### src/rtl/seq_chunk_adder.sv
// +----------------------------------------------------------------------------+
// | seq_chunk_adder                                                            |
// | Multi-cycle ripple adder/subtractor: CHUNK bits per clock, LSB chunk first |
// | Rev 1.0 - initial release                                                  |
// +----------------------------------------------------------------------------+
`default_nettype none

module seq_chunk_adder #(
  parameter int WIDTH = 16,
  parameter int CHUNK = 4
) (
  input  logic             clk,
  input  logic             rst,
  input  logic             start,
  input  logic             sub,
  input  logic [WIDTH-1:0] a,
  input  logic [WIDTH-1:0] b,
  input  logic             cin,
  output logic             busy,
  output logic             done,
  output logic [WIDTH-1:0] sum,
  output logic             carry,
  output logic             overflow
);

  localparam int c_nchunk = WIDTH / CHUNK;
  localparam int c_idxw   = (c_nchunk > 1) ? $clog2(c_nchunk) : 1;
  localparam logic [c_idxw-1:0] c_last = c_idxw'(c_nchunk - 1);

  localparam logic [1:0] c_st_idle = 2'd0;
  localparam logic [1:0] c_st_run  = 2'd1;
  localparam logic [1:0] c_st_done = 2'd2;

  logic [1:0]        r_state;
  logic [1:0]        w_state_nxt;
  logic [WIDTH-1:0]  r_a;
  logic [WIDTH-1:0]  r_b;
  logic [WIDTH-1:0]  r_res;
  logic              r_cy;
  logic [c_idxw-1:0] r_idx;

  logic [CHUNK:0]    w_chunk;
  logic              w_cmsb;
  logic              w_last;
  logic [WIDTH-1:0]  w_a_nxt;
  logic [WIDTH-1:0]  w_b_nxt;
  logic [WIDTH-1:0]  w_res_nxt;

  // Operands shift right each cycle so the active chunk always sits at bit 0.
  assign w_chunk = {1'b0, r_a[CHUNK-1:0]} + {1'b0, r_b[CHUNK-1:0]}
                 + {{CHUNK{1'b0}}, r_cy};
  assign w_cmsb  = r_a[CHUNK-1] ^ r_b[CHUNK-1] ^ w_chunk[CHUNK-1];
  assign w_last  = (r_idx == c_last);

  generate
    if (c_nchunk == 1) begin : g_single
      assign w_a_nxt   = r_a;
      assign w_b_nxt   = r_b;
      assign w_res_nxt = w_chunk[CHUNK-1:0];
    end else begin : g_multi
      assign w_a_nxt   = {{CHUNK{1'b0}}, r_a[WIDTH-1:CHUNK]};
      assign w_b_nxt   = {{CHUNK{1'b0}}, r_b[WIDTH-1:CHUNK]};
      assign w_res_nxt = {w_chunk[CHUNK-1:0], r_res[WIDTH-1:CHUNK]};
    end
  endgenerate

  always_ff @(posedge clk or posedge rst) begin
    if (rst) r_state <= c_st_idle;
    else     r_state <= w_state_nxt;
  end

  always_comb begin
    w_state_nxt = r_state;
    case (r_state)
      c_st_idle: if (start) w_state_nxt = c_st_run;
      c_st_run:  if (w_last) w_state_nxt = c_st_done;
      c_st_done: w_state_nxt = c_st_idle;
      default:   w_state_nxt = c_st_idle;
    endcase
  end

  always_comb begin
    busy = (r_state == c_st_run);
    done = (r_state == c_st_done);
  end

  always_ff @(posedge clk or posedge rst) begin
    if (rst) begin
      r_a      <= '0;
      r_b      <= '0;
      r_res    <= '0;
      r_cy     <= 1'b0;
      r_idx    <= '0;
      sum      <= '0;
      carry    <= 1'b0;
      overflow <= 1'b0;
    end else if (r_state == c_st_idle && start) begin
      // Subtraction becomes a + ~b + !cin.
      r_a   <= a;
      r_b   <= sub ? ~b : b;
      r_cy  <= sub ? ~cin : cin;
      r_idx <= '0;
    end else if (r_state == c_st_run) begin
      r_a   <= w_a_nxt;
      r_b   <= w_b_nxt;
      r_res <= w_res_nxt;
      r_cy  <= w_chunk[CHUNK];
      r_idx <= r_idx + 1'b1;
      if (w_last) begin
        sum      <= w_res_nxt;
        carry    <= w_chunk[CHUNK];
        overflow <= w_cmsb ^ w_chunk[CHUNK];
      end
    end
  end

endmodule

`default_nettype wire

### config.mk
export PLATFORM = sky130hd
export DESIGN_NAME = seq_chunk_adder
export DESIGN_NICKNAME = d
export VERILOG_FILES = /design/src/rtl/seq_chunk_adder.sv
export SDC_FILE = /design/constraint.sdc
export NUM_CORES = 1
export LEC_CHECK = 0
export BUFFER_PORTS_ARGS = -buffer_cell sky130_fd_sc_hd__buf_4
export CAP_MARGIN = 25
export CORE_MARGIN = 2
export CORE_UTILIZATION = 55
export DETAILED_ROUTE_END_ITERATION = 16
export HOLD_SLACK_MARGIN = 0.15
export MAX_ROUTING_LAYER = met4
export PLACE_DENSITY = 0.84
export SLEW_MARGIN = 15
export SYNTH_ARGS = -nofsm -noshare
export SYNTH_HDL_FRONTEND = slang
export SYNTH_SLANG_ARGS = --single-unit
### constraint.sdc
create_clock -name clk -period 2.58 [get_ports clk]
set_clock_uncertainty 0.15 [all_clocks]
set_input_delay 0.516 -clock clk [delete_from_list [all_inputs] [get_ports clk]]
set_output_delay 0.516 -clock clk [all_outputs]
set_load 0.1 [all_outputs]
# Yosys cells after proc, flatten, opt, wreduce, memory -nomap -nowiden
# Cells that the tools add are included.
totals:
  word_cells: 42
  ff_bits: 71
classes:
  n_bitwise: 6
  n_eq_ne: 5
  n_reduce_logical: 6
  muxes: 13
  add_sub_neg: 3
ops:
  columns: ["operator", "count"]
  rows:
  - ["$mux W16", 5]
  - ["$not A16 Y16", 1]
  - ["$mux W2", 4]
  - ["$add A4 B4 Y5", 1]
  - ["$add A5 B1 Y5", 1]
  - ["$eq A2 B2 Y1 const B", 2]
  - ["$pmux W2 S2", 1]
  - ["$reduce_and A2 Y1", 2]
  - ["$mux W1", 3]
  - ["$reduce_and A3 Y1", 1]
  - ["$xor A1 B1 Y1", 3]
  - ["$add A2 B1 Y2 const B", 1]
  - ["$eq A2 B1 Y1 const B", 1]
  - ["$logic_not A2 Y1", 1]
  - ["$ne A2 B1 Y1 const B", 1]
  - ["$ne A2 B2 Y1 const B", 1]
  - ["$not A1 Y1", 2]
  - ["$reduce_bool A2 Y1", 1]
  - ["$logic_and A1 B1 Y1", 1]

# Depth between registers and ports, before layout
depth:
  ltp_word: 4
  depth_mapped: 8
  depth_no_buf: 7

# Worst setup path before layout
# Ideal clock, no wire load.
synth_timing:
  path_type: "reg-to-output"
  start: "register r_state[1]"
  end: "output port done"
  t_arrival_ns: 2.109
  required_time_ns: 1.914
  setup_slack_ns: -0.195
  path_stages_with_launch: 4
  path_cell_list: "dfrtp_1 -> buf_2 -> clkbuf_1 -> nor2b_1"
synth_via:
  elab_chain_len: 1
synth_rtl:
  columns: ["element", "line", "rtl"]
  rows:
  - ["start: declaration", "34", "logic [1:0] r_state;"]
  - ["start signal: assignment", "68", "if (rst) r_state <= c_st_idle;"]
  - ["start signal: assignment", "69", "else r_state <= w_state_nxt;"]
  - ["$eq A2 B2 Y1", "84", "done = (r_state == c_st_done);"]
  - ["end: declaration", "20", "output logic done,"]
# No other way between the ends.

# Worst setup path after layout
layout_timing:
  start: "register r_state[1]"
  end: "output port busy"
layout_via:
  elab_chain_len: 1
layout_rtl:
  columns: ["element", "line", "rtl"]
  rows:
  - ["$eq A2 B1 Y1", "83", "busy = (r_state == c_st_run);"]
  - ["end: declaration", "19", "output logic busy,"]
# No other way between the ends.

==> results.toml <==
[global_routing]
grt_usage_pct = 24.51
antenna_found_initial = 0
grt.overflow.total = 0
grt_pass1_vias = 2503
grt_pass1_wl_um = 11840
grt_max_degree = 68

[logic_synthesis]
synth-seq-area-share_pct = 51.05
ys_top_cells_by_count = "dfrtp_1 (67), nand2_1 (41), o21ai_0 (39)"
synth_top_family_by_area = "compound AO/OA/AOI/OAI gates"
synthDistinctLibCells = 27
syn_area_per_cell_um2 = 10.39
synthAdderAreaFrac_pct = 2.743
yosys.cell_count.top_type = "dfrtp_1"
synth_compound_area_share_pct = 18.32
synth_seq_cells = 67
synthTopCellsByArea = "dfrtp_1 (51%), o21ai_0 (5.9%), nor2b_1 (5.9%), a22oi_1 (5.7%), xor2_1 (5.3%)"
ys_async_sr_fraction_pct = 100.0
synth_mux_area_share_pct = 6.057
synthXorXnorAreaFrac_pct = 5.333
synth_edf_count = 0
synth_top_area_cell = "dfrtp_1"
synth_top_area_share_pct = 51.05
synth_nets = 359
synth.cell_area_um2 = 3284
netlist_instances = 316
yosysWarnings = 0
synth_flop_cell = "dfrtp_1"
synthSimpleGateAreaFrac_pct = 12.00

[floorplanning]
die_w_um = 81.28
die-height_um = 81.28
pin_count = 57
die_area_um2 = 6606
core-area_um2 = 5851
start_util_pct = 56.14
fp-row-count = 28

[detailed_routing]
dr.pass1.iters = 5
wl_um = 7135
drc = 0
ant_nets = 0
drt_iter0_markers = 176
vias_per_cell = 5.649
vias = 2525
wl_per_cell_um = 15.96

[clock_tree]
root_buffer = "clkbuf_8"
cts_tree = "built"
cts_setup_buffers = 0
ctsLongestPathBuffers = 2
clock_sinks = 67
cts_inserted_buffers = 9
cts.clk_slew.worst_paths_ps = 70
postCtsResizedCells = 0
clock_latency_ps = 340
postCtsHoldBufs = 1
htreeDepth = 3

[critical_path]
crit_chain = "nand2b_4 > inv_6 > buf_4"
r2r_slack_ps = 430
startpoint_type = "register"
cp_max_fo = 37
critPathKind = "reg2out"
critPathMaxStageDelay_ps = 380
required_ps = 1910
slowest_stage = "dfrtp_1"
arrival_ps = 1580
end_kind = "primary output"
worst-path-buf-inv = 2
cpLargestDelayFamily = "buffers and inverters"

[timing]
tns_ps = 0
finalHoldViolCount = 0
slew_headroom_pct = 73.37
finalSetupViolCount = 0
fmax_mhz = 445.4
finalCritPeriodShare_pct = 87.02
rsz0062_at_grt = "no"
worst_slew_pin_slew_ps = 398.6
period_needed_ps = 2245
slew_viol_final = 0
worst_hold_slack_ps = 258.4

[job]
max_cap_viol_count = 0

[worst_hold_path]
hold_path.class = "in2reg"

[placed_design]
routabilityCongestion = 0.8093
numPortBuffers = 56
dp_hpwl_um = 4577

[power]
pwr_density_cell_nw_per_um2 = 1373
report.power.total_w = 0.005440
p_leak_nw = 1.901
peakVddDrop_uv = 994.1

[layout]
layout-drive-gt1-share_pct = 25.81
final_nets = 410
antenna_cells = 0
area_growth_pct = 20.61

[run_status]
status = "finished, final reports clean"
## worst paths after layout
kind | to | cells after the start | start
hold reg to reg | sum[13] | 2 | sum[13]
setup reg to reg | overflow | 7 | r_b[0]
hold / removal | r_a[14] | 2 | a[14]
min in group asynchronous | r_res[5] | 4 | rst
max in group asynchronous | r_b[3] | 4 | rst
setup / recovery | busy | 3 | r_state[1]
## placed cells by master (no fill, tap or decap), drive strengths merged, types with 4 or more instances in the layout
master,synthesis,routed
ha,4,4
a22oi,25,25
clkbuf,8,10
a21oi,32,32
mux2,14,14
buf,14,61
nand2,42,42
inv,6,6
nor2b,31,31
o21ai,39,39
dfrtp,67,67
xor2,20,20
## metal layers
metal  up-vias  global-route usage [%]  share of wire [%]
li1       1188                       -                  -
met1      1247                   31.90                 44
met2        82                   37.54                 49
met3         8                   4.333                5.4
met4         0                   11.19                1.6
met5         -                       -                  0
## flip-flops by register name, indices dropped and copies added, names as in the netlist
register and cells:
carry 1, overflow 1, r_a 16, r_b 16
r_cy 1, r_idx 2, r_res 12, r_state 2
sum 16
## per-stage QoR
step	cell area [µm²]	std cells	worst slack [ps]	utilization [%]
detailed placement	3734	430	473.7	63.82
global placement	3734	430	661.8	63.82
global route	3961	447	263.1	67.71
floorplan	3287	316	230.8	-
CTS	3961	447	335.6	67.71
finish	3961	447	334.8	67.71
## kinds of logic (layout without fill, tap and decap cells)
logic type | count (synthesis) | in the layout
AOI/OAI and AO/OA | 103 | 103
and+or+nand+nor | 78 | 78
DFF | 67 | 67
buffers and inverters | 28 | 84
xor gates and xnor gates | 20 | 20
muxes | 14 | 14
adders and majority gates | 6 | 6
## layout make-up
type	count	area [µm²]
clock buffers	10	127.6
clock inverters	6	90.09
flip-flops and latches	67	1677
well taps	75	93.84
inverters	6	27.53
multi-input cells	221	1465
repair buffers	62	480.5
fillers	465	1889
## worst register-to-register path, cell delays in order, from the launching register on
cell      delay, ps
dfrtp_1         410
fa_1            210
inv_1            60
fa_1            400
nand2b_1        170
a21oi_1         310
xor2_1          200
o21ai_0         100
## power by group
group | internal (W) | switching, W | leakage [nW]
clock | 0.000546 | 0.000412 | 0.106
combinational | 0.000829 | 0.00186 | 0.925
sequential | 0.00148 | 0.000310 | 0.869
No activity file was read; power rests on OpenSTA's default activity.
